$ cat src/rtl/outgoing_request_buffer.sv
// outgoing_request_buffer: AR request FIFO toward the AXI slave.
// Issue is throttled by an outstanding-burst limiter. The limiter is credited
// whenever the R path reports a completed burst.
module outgoing_request_buffer #(
    parameter int ID_WIDTH        = 32,
    parameter int ADDR_WIDTH      = 32,
    parameter int DEPTH           = 8,
    parameter int MAX_OUTSTANDING = 4
) (
    input  logic                                   clk,
    input  logic                                   rst,
    // request side (from the ID allocator)
    input  logic                                   ar_in_valid,
    output logic                                   ar_in_ready,
    input  logic [ID_WIDTH-1:0]                    ar_in_id,
    input  logic [ADDR_WIDTH-1:0]                  ar_in_addr,
    input  logic [7:0]                             ar_in_len,
    input  logic [2:0]                             ar_in_size,
    input  logic [1:0]                             ar_in_burst,
    // slave AR channel
    output logic                                   ar_out_valid,
    input  logic                                   ar_out_ready,
    output logic [ID_WIDTH-1:0]                    ar_out_id,
    output logic [ADDR_WIDTH-1:0]                  ar_out_addr,
    output logic [7:0]                             ar_out_len,
    output logic [2:0]                             ar_out_size,
    output logic [1:0]                             ar_out_burst,
    // completion credit from the R path
    input  logic                                   r_burst_done,
    output logic [$clog2(MAX_OUTSTANDING+1)-1:0]   outstanding_cnt
);

    localparam int PTR_W   = (DEPTH > 1) ? $clog2(DEPTH) : 1;
    localparam int CNT_W   = $clog2(DEPTH + 1);
    localparam int OUT_W   = $clog2(MAX_OUTSTANDING + 1);
    localparam int ENTRY_W = ID_WIDTH + ADDR_WIDTH + 8 + 3 + 2;

    logic [ENTRY_W-1:0] mem [DEPTH];

    logic [PTR_W-1:0] wr_ptr_reg, wr_ptr_next;
    logic [PTR_W-1:0] rd_ptr_reg, rd_ptr_next;
    logic [CNT_W-1:0] count_reg, count_next;
    logic [OUT_W-1:0] outstanding_reg, outstanding_next;

    logic               push;
    logic               pop;
    logic               can_issue;
    logic [ENTRY_W-1:0] head_entry;
    logic [ENTRY_W-1:0] out_entry;
    logic [ENTRY_W-1:0] in_entry;

    assign in_entry    = {ar_in_id, ar_in_addr, ar_in_len, ar_in_size, ar_in_burst};

    // Ready depends on the registered fill level only; a full buffer never
    // accepts, even when an entry leaves in the same cycle.
    assign ar_in_ready = (count_reg != CNT_W'(DEPTH));
    assign push        = ar_in_valid & ar_in_ready;

    assign can_issue    = (outstanding_reg < OUT_W'(MAX_OUTSTANDING));
    assign ar_out_valid = (count_reg != '0) & can_issue;
    assign pop          = ar_out_valid & ar_out_ready;

    // Fields are driven to zero whenever valid is low (empty or throttled).
    assign head_entry = mem[rd_ptr_reg];
    assign out_entry  = ar_out_valid ? head_entry : '0;
    assign {ar_out_id, ar_out_addr, ar_out_len, ar_out_size, ar_out_burst} = out_entry;

    assign outstanding_cnt = outstanding_reg;

    // Per-entry storage write; the slot under wr_ptr captures the request on push.
    // Storage needs no reset: the output mux hides stale contents.
    generate
        for (genvar gi = 0; gi < DEPTH; gi++) begin : g_entry
            always_ff @(posedge clk) begin
                if (push && (wr_ptr_reg == PTR_W'(gi))) begin
                    mem[gi] <= in_entry;
                end
            end
        end
    endgenerate

    // Next-state for pointers, fill level and the outstanding-burst counter.
    always_comb begin
        wr_ptr_next      = wr_ptr_reg;
        rd_ptr_next      = rd_ptr_reg;
        count_next       = count_reg;
        outstanding_next = outstanding_reg;

        if (push) begin
            wr_ptr_next = (wr_ptr_reg == PTR_W'(DEPTH - 1)) ? '0 : wr_ptr_reg + PTR_W'(1);
        end
        if (pop) begin
            rd_ptr_next = (rd_ptr_reg == PTR_W'(DEPTH - 1)) ? '0 : rd_ptr_reg + PTR_W'(1);
        end

        case ({push, pop})
            2'b10:   count_next = count_reg + CNT_W'(1);
            2'b01:   count_next = count_reg - CNT_W'(1);
            default: count_next = count_reg;
        endcase

        // A pop only happens below the limit, so +1 never exceeds it.
        // A credit with nothing outstanding is dropped rather than wrapping.
        case ({pop, r_burst_done})
            2'b10:   outstanding_next = outstanding_reg + OUT_W'(1);
            2'b01:   outstanding_next = (outstanding_reg != '0) ?
                                        outstanding_reg - OUT_W'(1) : outstanding_reg;
            default: outstanding_next = outstanding_reg;
        endcase
    end

    // State registers with synchronous active-low reset; reset drops all entries.
    always_ff @(posedge clk) begin
        if (!rst) begin
            wr_ptr_reg      <= '0;
            rd_ptr_reg      <= '0;
            count_reg       <= '0;
            outstanding_reg <= '0;
        end else begin
            wr_ptr_reg      <= wr_ptr_next;
            rd_ptr_reg      <= rd_ptr_next;
            count_reg       <= count_next;
            outstanding_reg <= outstanding_next;
        end
    end

endmodule

$ cat config.mk
export PLATFORM = sky130hd
export DESIGN_NAME = outgoing_request_buffer
export DESIGN_NICKNAME = d
export VERILOG_FILES = /design/src/rtl/outgoing_request_buffer.sv
export SDC_FILE = /design/constraint.sdc
export NUM_CORES = 1
export LEC_CHECK = 0
export ABC_AREA = 0
export ABC_CLOCK_PERIOD_IN_PS = 3940
export CAP_MARGIN = 20
export CORE_MARGIN = 3
export CORE_UTILIZATION = 59
export CTS_CLUSTER_SIZE = 14
export DETAILED_ROUTE_END_ITERATION = 16
export HOLD_SLACK_MARGIN = 0.02
export PLACE_DENSITY = 0.86
export SLEW_MARGIN = 10
export SYNTH_ARGS = -nofsm -noshare
export SYNTH_HDL_FRONTEND = slang
export SYNTH_SLANG_ARGS = --single-unit
$ cat constraint.sdc
create_clock -name clk -period 3.94 [get_ports clk]
set_input_delay 0.788 -clock clk [delete_from_list [all_inputs] [get_ports clk]]
set_output_delay 0.788 -clock clk [all_outputs]
set_load 0.005 [all_outputs]
==> results.txt <==
status = completed
cts repair resizes = 0
Data required, critical path = 3.15 ns
Post-CTS Hold Fix Bufs = 0
multi-input logic area = 0.005210 sq mm
met2 usage = 0.3628
Synth Instances = 1095
min Tclk post-route = 3.805 ns
last element of the critical path = ar_out_size[2]
worst slew pin tran = 0.6096 ns
biggest area consumer among synthesized cells = edfxtp_1
switching pwr = 0.004855 W
register-to-register setup slack = 1.15 ns
# rows = 73
clock network power share = 0.296
antenna-violating nets left = 0
R2R Path End = count_reg[2]
Die X-Extent = 208.9 um
core outline area = 0.04019 sq mm
Initial Utilization = 0.6042
Mapped Area = 0.02428 sq mm
vias per inst = 6.110
Filler cells = 2291
Final Hold Violating Endpoints = 0
Comb power frac = 0.277
GR Util met3 = 0.04654
endpoints failing setup = 0
Num CTS Buffers = 59
Total Routed Length = 48.82 mm
number of I/O pins = 164
top cell type's share of synthesized area = 0.7618
Slew HR = 0.5936
Port Buffers = 163
Reg clk slew, reported paths = 0.06 ns
clk sinks = 632
RSZ-0062 raised after global routing = no
Seq pwr share = 0.427
Worst EP arrival = 3.02 ns
Peak VDD IR = 0.4528 mV
CP Class = flip-flop to output port
Crit Path Max Fanout = 45
Pwr Total = 0.01866 W
first-pass detailed-route iteration total = 5
residual DRC count = 0
crit end category = output port
switching part of the total = 0.2602
Cell Pwr Density = 646.6 mW/mm^2
Crit. Startpoint = count_reg[0]
fin. max-slew vios = 0
worst hold path class = flip-flop to flip-flop
Setup TNS Final = 0 ns
vias = 11.52k
clk_skew = 0.02296 ns
Most Crowded Layer GR = met2
post-DP HPWL = 26.31 mm
H-tree levels = 2
P&R area growth vs syn = 18.84%
number of post-CTS setup repair buffers = 0
syn nets = 1188
cells on worst reg2reg path = 9
die area = 0.04363 sq mm
Iter 0 DRT Violations = 1063
launching point of the worst reg2reg path = count_reg[1]
max-cap viol count = 0
leakage power = 8.942 nW
Yosys warnings = 0
share of cells above drive strength 1 = 0.2185
drt wl/cell = 25.90 um
fin nets = 1402
largest net degree at the start of global routing = 78
worst skew pair latency = 0.62 ns
gr ovfl total = 0
async set or reset register ratio after synthesis = 0
placer congestion estimate = 0.7736
number of flip-flops in the largest register = 616
Distinct cells, synth = 42
Die Y = 208.9 um
Final period util = 0.9657
first-pass GRT wire length = 74.35 mm
Root Buffer Master = clkbuf_16
gr usage total = 0.2264
Post-synth EDFFs = 616
vias in the first global route = 12.16k
grt met1 use = 0.3182
register area share after synthesis = 0.7750
initial antenna violation count = 11
Mapped Avg Cell Area = 22.18 sq um
most used flip-flop cell after synthesis = edfxtp_1
Worst Setup Start Kind = flip-flop
Reg area = 0.01883 sq mm
cell-internal power = 0.01381 W
CTS tree = yes
synth top area cells = edfxtp_1 (76%), mux4_2 (14%), mux2i_1 (3.3%), nor2_1 (1.3%), dfxtp_1 (1.3%)
Max Clk Rate = 262.8 MHz
Synth Register Bits = 632
CTS Buffer Depth = 3
-- cells in the final DEF, fill, tap and decap left out, types with 2 or more instances in the layout --
cell	instances
clkdlybuf4s50_1	163
mux4_2	154
edfxtp_1	616
buf_4	24
clkbuf_16	60
clkinv_1	15
buf_12	21
clkinv_2	11
dfxtp_4	3
nor2b_1	3
nor3_1	3
dfxtp_1	13
ha_1	10
nor2_1	86
nand2_1	10
a21oi_1	9
and3_4	8
o21ai_0	5
or3_1	3
bufinv_16	6
nand2b_1	4
a211oi_1	2
diode_2	5
clkbuf_1	11
inv_1	9
mux2i_1	80
-- cell families after synthesis --
logic type      share of synthesized area
simple gates                      0.02376
xor+xnor                        0.0003608
mux                                0.1758
buf+inv                           0.01242
flops                              0.7750
compound gates                   0.006699
fa+ha+maj                        0.005977
-- critical path, cell delays in order (launching register included) --
cell and delay [ns]:
dfxtp_1 0.36, or4_1 0.64, nand2b_4 0.49, buf_12 0.30
nor2_1 0.10, clkdlybuf4s50_1 0.48
-- power by group through the flow --
stage / Sequential [W] / Clock [W] / Combinational, W
2_1_floorplan: 0.00804 / 0 / 0.00292
3_3_place_gp: 0.00810 / 0 / 0.00495
3_5_place_dp: 0.00814 / 0 / 0.00505
4_1_cts: 0.00800 / 0.00560 / 0.00512
5_1_grt: 0.00800 / 0.00586 / 0.00556
6_report: 0.00796 / 0.00553 / 0.00517
-- synth_stat cells, types with 4 or more instances --
cell type and count:
o21ai_0 5, nand2b_1 5, inv_1 9, and3_1 8, nor2_1 86, buf_2 28, mux4_2 154, ha_1 10
buf_1 7, clkbuf_1 15, edfxtp_1 616, mux2i_1 80, buf_4 4, nand2_1 10, a21oi_1 9, dfxtp_1 16
-- how the worst min path moves through the flow --
stage                        startpoint            end  slack (ns)  cells past startpoint
after floorplan           rd_ptr_reg[1]      flip-flop        0.46                      2
after global placement    rd_ptr_reg[1]  rd_ptr_reg[1]        0.47                      2
after detailed placement  rd_ptr_reg[0]      flip-flop        0.49                      2
after CTS                 rd_ptr_reg[2]  rd_ptr_reg[2]        0.50                      2
after global routing      wr_ptr_reg[1]  wr_ptr_reg[1]        0.53                      2
final                     rd_ptr_reg[2]  rd_ptr_reg[2]        0.50                      2
-- stage by stage --
step	area, sq um	cells	hold slack [ns]	setup slack [ns]	utilization
finish	28860	1885	0.5041	0.1352	0.7180
global route	28850	1884	0.5306	0.01169	0.7180
floorplan	24280	1095	0.4622	0.5799	-
CTS	28750	1869	0.5029	0.05354	0.7153
global placement	26870	1762	0.4731	0.7495	0.6686
detailed placement	26870	1762	0.4925	0.6776	0.6686
-- layer usage --
layer	vias up	share of wire
li1	4972	-
met1	5967	0.39
met2	470	0.50
met3	94	0.077
met4	14	0.028
met5	-	0.0017
-- layout make-up --
type,count,share of cell area
Sequential cell,632,0.6525
Multi-Input combinational cell,398,0.1805
Timing Repair Buffer,208,0.07735
Clock buffer,71,0.05346
Tap cell,525,0.02276
Clock inverter,36,0.01162
Inverter,10,0.001301
Antenna cell,5,0.0004336
No activity file was read; power rests on OpenSTA's default activity.
